$ cat src/rtl/fetch_pkg.sv
// Shared constants and types for the instruction fetch stage.
// The FIFO entry pairs each instruction word with the PC it was fetched from.
package fetch_pkg;

    localparam int PC_W       = 32;
    localparam int INST_W     = 32;
    localparam int INST_BYTES = 4;

    typedef struct packed {
        logic [INST_W-1:0] inst;
        logic [PC_W-1:0]   pc;
    } fetch_entry_t;

    function automatic logic [PC_W-1:0] align_pc(input logic [PC_W-1:0] pc);
        return pc & ~(PC_W'(INST_BYTES - 1));
    endfunction

endpackage

$ cat src/rtl/fetch_fifo.sv
// Synchronous FIFO of fetched {instruction, PC} entries.
// Flush wins over push; the storage array itself is never reset.
module fetch_fifo
    import fetch_pkg::*;
#(
    parameter int DEPTH = 4,
    localparam int PW = $clog2(DEPTH),
    localparam int CW = $clog2(DEPTH) + 1
) (
    input  logic          clk,
    input  logic          rst,
    input  logic          push,
    input  fetch_entry_t  push_data,
    input  logic          pop,
    input  logic          flush,
    output fetch_entry_t  head,
    output logic [CW-1:0] count,
    output logic          full,
    output logic          empty
);

    fetch_entry_t  mem [DEPTH];
    logic [PW-1:0] wr_ptr;
    logic [PW-1:0] rd_ptr;
    logic          do_push;
    logic          do_pop;

    assign empty   = (count == '0);
    assign full    = (count == CW'(DEPTH));
    assign do_pop  = pop && !empty;
    // A simultaneous pop frees the slot, so a full FIFO may still accept a push.
    assign do_push = push && (!full || do_pop);
    assign head    = mem[rd_ptr];

    always_ff @(posedge clk) begin
        if (rst || flush) begin
            wr_ptr <= '0;
            rd_ptr <= '0;
            count  <= '0;
        end else begin
            if (do_push) wr_ptr <= wr_ptr + PW'(1);
            if (do_pop)  rd_ptr <= rd_ptr + PW'(1);
            count <= count + CW'(do_push) - CW'(do_pop);
        end
    end

    always_ff @(posedge clk) begin
        if (do_push) mem[wr_ptr] <= push_data;
    end

endmodule

$ cat src/rtl/fetch_unit.sv
// Instruction fetch: sequential PC generation, credit-limited memory requests,
// in-order response buffering and redirect with discard of in-flight responses.
module fetch_unit
    import fetch_pkg::*;
#(
    parameter logic [PC_W-1:0] RESET_ADDR = 32'h0000_0000,
    parameter int              DEPTH      = 4
) (
    input  logic              i_clk,
    input  logic              i_rst,
    output logic              o_imem_req_valid,
    output logic [PC_W-1:0]   o_imem_req_addr,
    input  logic              i_imem_req_ready,
    input  logic              i_imem_rsp_valid,
    input  logic [INST_W-1:0] i_imem_rsp_data,
    input  logic              i_redirect,
    input  logic [PC_W-1:0]   i_redirect_pc,
    output logic              o_inst_valid,
    output logic [INST_W-1:0] o_inst,
    output logic [PC_W-1:0]   o_inst_pc,
    input  logic              i_inst_ready
);

    localparam int              CW      = $clog2(DEPTH) + 1;
    localparam logic [CW:0]     CAP     = (CW+1)'(DEPTH);
    localparam logic [PC_W-1:0] PC_STEP = PC_W'(INST_BYTES);

    logic [PC_W-1:0] fetch_pc;
    logic [PC_W-1:0] rsp_pc;
    logic [CW-1:0]   outstanding;
    logic [CW-1:0]   drop;
    logic [CW-1:0]   fifo_count;
    logic [CW:0]     in_use;
    logic            fifo_full;
    logic            fifo_empty;
    logic            req_fire;
    logic            rsp_keep;
    logic            pop;
    fetch_entry_t    push_entry;
    fetch_entry_t    head_entry;

    // Buffered plus in-flight (including doomed) fetches never exceed DEPTH,
    // so every kept response is guaranteed a FIFO slot.
    assign in_use           = {1'b0, fifo_count} + {1'b0, outstanding};
    assign o_imem_req_valid = !i_rst && !i_redirect && (in_use < CAP);
    assign o_imem_req_addr  = fetch_pc;
    assign req_fire         = o_imem_req_valid && i_imem_req_ready;

    assign rsp_keep        = i_imem_rsp_valid && (drop == '0) && !i_redirect;
    assign push_entry.inst = i_imem_rsp_data;
    assign push_entry.pc   = rsp_pc;

    assign o_inst_valid = !i_rst && !fifo_empty;
    assign pop          = o_inst_valid && i_inst_ready;
    assign o_inst       = head_entry.inst;
    assign o_inst_pc    = head_entry.pc;

    always_ff @(posedge i_clk) begin
        if (i_rst) begin
            fetch_pc    <= RESET_ADDR;
            rsp_pc      <= RESET_ADDR;
            outstanding <= '0;
            drop        <= '0;
        end else begin
            outstanding <= outstanding + CW'(req_fire) - CW'(i_imem_rsp_valid);
            if (i_redirect) begin
                fetch_pc <= align_pc(i_redirect_pc);
                rsp_pc   <= align_pc(i_redirect_pc);
                drop     <= outstanding - CW'(i_imem_rsp_valid);
            end else begin
                if (req_fire) fetch_pc <= fetch_pc + PC_STEP;
                if (rsp_keep) rsp_pc   <= rsp_pc + PC_STEP;
                if (i_imem_rsp_valid && (drop != '0)) drop <= drop - CW'(1);
            end
        end
    end

    fetch_fifo #(.DEPTH(DEPTH)) u_fifo (
        .clk       (i_clk),
        .rst       (i_rst),
        .push      (rsp_keep),
        .push_data (push_entry),
        .pop       (pop),
        .flush     (i_redirect),
        .head      (head_entry),
        .count     (fifo_count),
        .full      (fifo_full),
        .empty     (fifo_empty)
    );

    // Environment contract and internal overflow guard.
    a_rsp_outstanding: assert property (@(posedge i_clk) disable iff (i_rst)
        i_imem_rsp_valid |-> (outstanding != '0));
    a_no_redirect_in_reset: assert property (@(posedge i_clk)
        !(i_redirect && i_rst));
    a_no_overflow: assert property (@(posedge i_clk) disable iff (i_rst)
        (rsp_keep && fifo_full) |-> pop);

endmodule

$ cat config.mk
export PLATFORM = sky130hd
export DESIGN_NAME = fetch_unit
export DESIGN_NICKNAME = d
export VERILOG_FILES = /design/src/rtl/fetch_pkg.sv /design/src/rtl/fetch_fifo.sv /design/src/rtl/fetch_unit.sv
export SDC_FILE = /design/constraint.sdc
export NUM_CORES = 1
export LEC_CHECK = 0
export CAP_MARGIN = 20
export CORE_ASPECT_RATIO = 1.4
export CORE_MARGIN = 2
export CORE_UTILIZATION = 40
export DETAILED_ROUTE_END_ITERATION = 6
export HOLD_SLACK_MARGIN = 0.1
export SETUP_SLACK_MARGIN = 0.05
export SLEW_MARGIN = 0
export SYNTH_ARGS = -nofsm -noshare
export SYNTH_HDL_FRONTEND = slang
export SYNTH_SLANG_ARGS = --single-unit
$ cat constraint.sdc
create_clock -name i_clk -period 5 [get_ports i_clk]
set_clock_uncertainty 0.05 [all_clocks]
set_input_delay 0.75 -clock i_clk [delete_from_list [all_inputs] [get_ports i_clk]]
set_output_delay 0.75 -clock i_clk [all_outputs]
set_load 0.1 [all_outputs]
### Word-level counts from Yosys, hierarchy flattened

Memories as Yosys holds them, arrays and structs flattened. A register that Yosys moved wholly into a read port is not among the register bits.
Cells that the tools add are included.
W data, S select, Z words.

* flip-flop bits (word level): 77
* memory bits (writable): 256
* bits of input ports: 70
* output and inout port bits: 98
* logic and storage cells: 56
* memories kept: 1

* add/subtract/negate cells: 11
* $lt $le $gt $ge: 1
* equal/unequal tests: 1
* mux-type cells: 10
* reductions and logical operators: 23

Memories
* u_fifo.mem: depth 4, bits a word 64, rd ports 1, clocked after Yosys merged registers in 1, wr ports 1, line fetch_fifo.sv:22 `fetch_entry_t mem [DEPTH];`

Operators by type and width (count)
* $mux W32: 4
* $add A32 B3 Y32 const B: 2
* $logic_and A1 B1 Y1: 10
* $sub A3 B1 Y3: 3
* $add A3 B1 Y3: 2
* $logic_not A3 Y1: 2
* $mux W3: 2
* $reduce_bool A2 Y1: 3
* $add A2 B1 Y2 const B: 2
* $add A3 B3 Y4: 1
* $logic_not A1 Y1: 4
* $lt A4 B3 Y1 const B: 1
* $mux W2: 2
* $eq A3 B3 Y1 const B: 1
* $reduce_bool A3 Y1: 1
* $sub A3 B1 Y3 const B: 1
* $logic_or A1 B1 Y1: 2
* $mux W1: 2
* $reduce_or A2 Y1: 1

### Depth between registers and ports, before layout

* depth in word-level cells: 9
* mapped depth: 12

### Cells and area by module

From an unflattened synthesis, not the netlist that was laid out.

* cell total of the unflattened synthesis: 816
* area total of the unflattened synthesis: 13437.9 um^2

Modules (own cells, without submodules)
* fetch_fifo: instances 1, cells each 382, area each 9689.3 um^2
* fetch_unit: instances 1, cells each 434, area each 3748.6 um^2

### Least setup slack after synthesis

OpenSTA, ideal clock, no wires.

* kind: input -> register
* start point: input port i_redirect
* end point: memory u_fifo.mem[0][10] (netlist bit), enable pin
* arrival time: 3011 ps
* setup slack: 1512 ps
* stages on the path: 3
* path through: clkbuf_1 > nor3_1 > and2_1

* cells in the longest elaborated chain, start to end: 5

Ends and longest elaborated chain
* start: declaration: line fetch_unit.sv:16 `input logic i_redirect,`
* $logic_not A1 Y1: line fetch_unit.sv:49 `assign rsp_keep = i_imem_rsp_valid && (drop == '0) && !i_redirect;`
* $logic_and A1 B1 Y1: line fetch_unit.sv:49
* $logic_and A1 B1 Y1: line fetch_fifo.sv:32 `assign do_push = push && (!full || do_pop);`
* named net u_fifo.do_push: line fetch_fifo.sv:25 `logic do_push;`
* $mux W1: line fetch_fifo.sv:48 `if (do_push) mem[wr_ptr] <= push_data;`
* $mux W1 (implied by the code): line fetch_fifo.sv:48
* end: declaration: line fetch_fifo.sv:22

The timed path passes the listed nets, and every way through them passes these cells.

==> flow_metrics.tcl <==
set metrics [dict create \
    drv_slew 0 \
    drive_gt1_frac 0.151 \
    syn_to_final_growth_pct 24.9 \
    root_buffer "clkbuf_16" \
    syn_inst 785 \
    grt_pass1_wl_um 43100 \
    power_mw 6.30 \
    reg2reg_from "u_fifo.count[2]" \
    clk_latency_ns 0.56 \
    synthTopCellsByCount "edfxtp_1 (248), dfxtp_1 (75), mux4_2 (62)" \
    ir_drop_mv 0.255 \
    crit_chain "buf_4 > mux4_2 > clkdlybuf4s50_1" \
    min_path_type "flip-flop to flip-flop" \
    status "completed" \
    drc 0 \
    hold_viol_final 0 \
    r2r-end "outstanding[2]" \
    min_period_ns 4.02 \
    track_usage 0.163 \
    initialDrtViolationCount 393 \
    power_density_nw_per_um2 388 \
    ys_ff_latch 323 \
    rsz0062_at_grt "false" \
    cp_max_fo 20 \
    initial_core_util 0.403 \
    synth_cell_type_count 52 \
    p_leak_nw 5.20 \
    io_buffers 161 \
    synth-seq-area-share 0.689 \
    crit_slowest_cell "clkdlybuf4s50_1" \
    numCtsBuffers 31 \
    clock.fmax_ghz 0.249 \
    fin_util 0.504 \
    cts_buffer_depth 3 \
    ys.flop_type "edfxtp_1" \
    grt_max_degree 63 \
    finalCritPeriodShare 0.803 \
    cp-endpoint "o_inst_pc[24]" \
    hold_slack_ns 0.480 \
    setup_viol 0 \
    ys_async_sr_fraction 0 \
    htreeDepth 1 \
    dieHeight_um 217 \
    pin_count 168 \
    vias 7339 \
    synth_edf_count 248 \
    ctsHoldBuffers 0 \
    cts_tree "yes" \
    worstRegToRegCells 12 \
    cts_setup_buffers 0 \
    cts.sinks 323 \
    dpl.hpwl_um 18100 \
    dr_wl_met2_um 14100 \
    end_kind "primary output" \
    ys.warnings.count 0 \
    via_per_inst 5.28 \
    tightest_slew_ns 1.06 \
    relSlewSlack 0.289 \
    m1WireLength_um 11900 \
    drt-total-wl_um 27800 \
    netlist.area_leader.share 0.573 \
    core-area_sq_um 32200 \
    row_count 78 \
    highest_layer "met4" \
    clk_pin_slew_ns 0.06 \
    finish.net_count 1053 \
    synth.most_common_cell "edfxtp_1" \
    final_antenna_net_count 0 \
    firstDrtPassIters 4 \
    antenna_found_initial 0 \
    dieArea_sq_um 34000 \
    gp_congestion 0.800 \
    wl_per_cell_um 20.0 \
    post_cts_resized 0 \
    path_class "flip-flop to primary output" \
    max_stage_delay_ns 1.01 \
    startpoint_type "flip-flop" \
    fp.dieW_um 156 \
    synthesis.area_per_instance_sq_um 16.5 \
    first_global_vias 7621 \
    required_ns 4.20 \
    tns_ns 0 \
    rrSetupSlack_ns 2.10 \
    crit_arrival_ns 3.22 \
    overflow 0 \
    yosys.area.top_type "edfxtp_1" \
    synthTopCellsByArea "edfxtp_1 (57%), dfxtp_1 (12%), mux4_2 (11%), xnor2_1 (2.2%), a21boi_0 (1.8%)" \
    drv_cap 0 \
    syn-cell-area_sq_um 13000 \
    wl_met3_um 1280 \
]
[report_power, final]
part	internal, mW	leakage, nW	switching (mW)
Combinational	0.263	1.81	0.591
Clock	1.39	0.502	0.986
Sequential	2.98	2.88	0.0826
Total	4.64	5.20	1.66
[area by class of cell]
class                      count  area, sq um
multi-input combinational    406         3810
fill                        2722        16000
clock buffer                  35          791
timing repair buffer         182         1840
clock inverter                22          243
tap                          400          500
sequential                   323         8960
inverter                      21         78.8
antenna                        1         2.50
[worst min path at each step]
stage / startpoint / endpoint / slack (ns) / cells after the start
detailed placement: u_fifo.rd_ptr[1] / flip-flop / 0.46 / 2
CTS: u_fifo.rd_ptr[1] / u_fifo.rd_ptr[1] / 0.48 / 2
global route: rsp_pc[31] / u_fifo.mem[3][31] / 0.49 / 0
global placement: u_fifo.rd_ptr[1] / flip-flop / 0.46 / 2
floorplan: rsp_pc[31] / u_fifo.mem[0][31] / 0.43 / 0
finish: u_fifo.rd_ptr[1] / u_fifo.rd_ptr[1] / 0.48 / 2
[stage by stage]
| step | std cells | cell area [sq um] | setup slack (ns) |
|---|---|---|---|
| after floorplan | 788 | 13000 | 1.51 |
| after global placement | 1332 | 15200 | 1.32 |
| after detailed placement | 1332 | 15200 | 1.31 |
| after CTS | 1389 | 16200 | 0.848 |
| after global routing | 1389 | 16200 | 0.774 |
| final | 1390 | 16200 | 0.983 |
[kinds of logic after synthesis]
group / Yosys count / synth area share
other cells: 1 / 0.000289
fa+ha+maj: 18 / 0.0185
xor+xnor: 53 / 0.0357
buf+inv: 59 / 0.0192
simple gates: 160 / 0.0704
mux: 63 / 0.108
flops: 323 / 0.689
compound gates: 108 / 0.0588
[registers in the layout, indices dropped and copies added, names as in the netlist, named ones only]
| signal | count |
|---|---|
| rsp_pc | 30 |
| u_fifo.wr_ptr | 2 |
| u_fifo.mem | 248 |
| u_fifo.count | 3 |
| u_fifo.rd_ptr | 2 |
| o_imem_req_addr | 30 |
| outstanding | 3 |
| drop | 3 |
[cell usage in the layout (no fill, tap or decap), types with 18 or more instances in the layout]
cell	synthesis	routed
nand3_1	20	20
mux4_2	62	62
nor3_1	18	18
clkbuf_16	0	31
clkdlybuf4s50_1	0	160
xnor2_1	33	33
nor2_1	29	29
dfxtp_1	75	73
edfxtp_1	248	248
inv_1	18	18
xor2_1	20	20
a21boi_0	31	31
nand4_1	18	18
o21a_1	23	23
nand2_1	27	27
[critical path: cells and delay by family (launching register included)]
| family | cells | cell delay, ns |
|---|---|---|
| buffers and inverters | 2 | 1.46 |
| DFF | 1 | 0.61 |
| muxes | 1 | 0.56 |
[routing by layer]
layer / vias up / track usage
met4: 0 / 0.0468
met5: - / 0
met3: 36 / 0.0271
met2: 177 / 0.288
li1: 3430 / -
met1: 3696 / 0.208
Note: power is estimated with default switching activity, not from simulation.
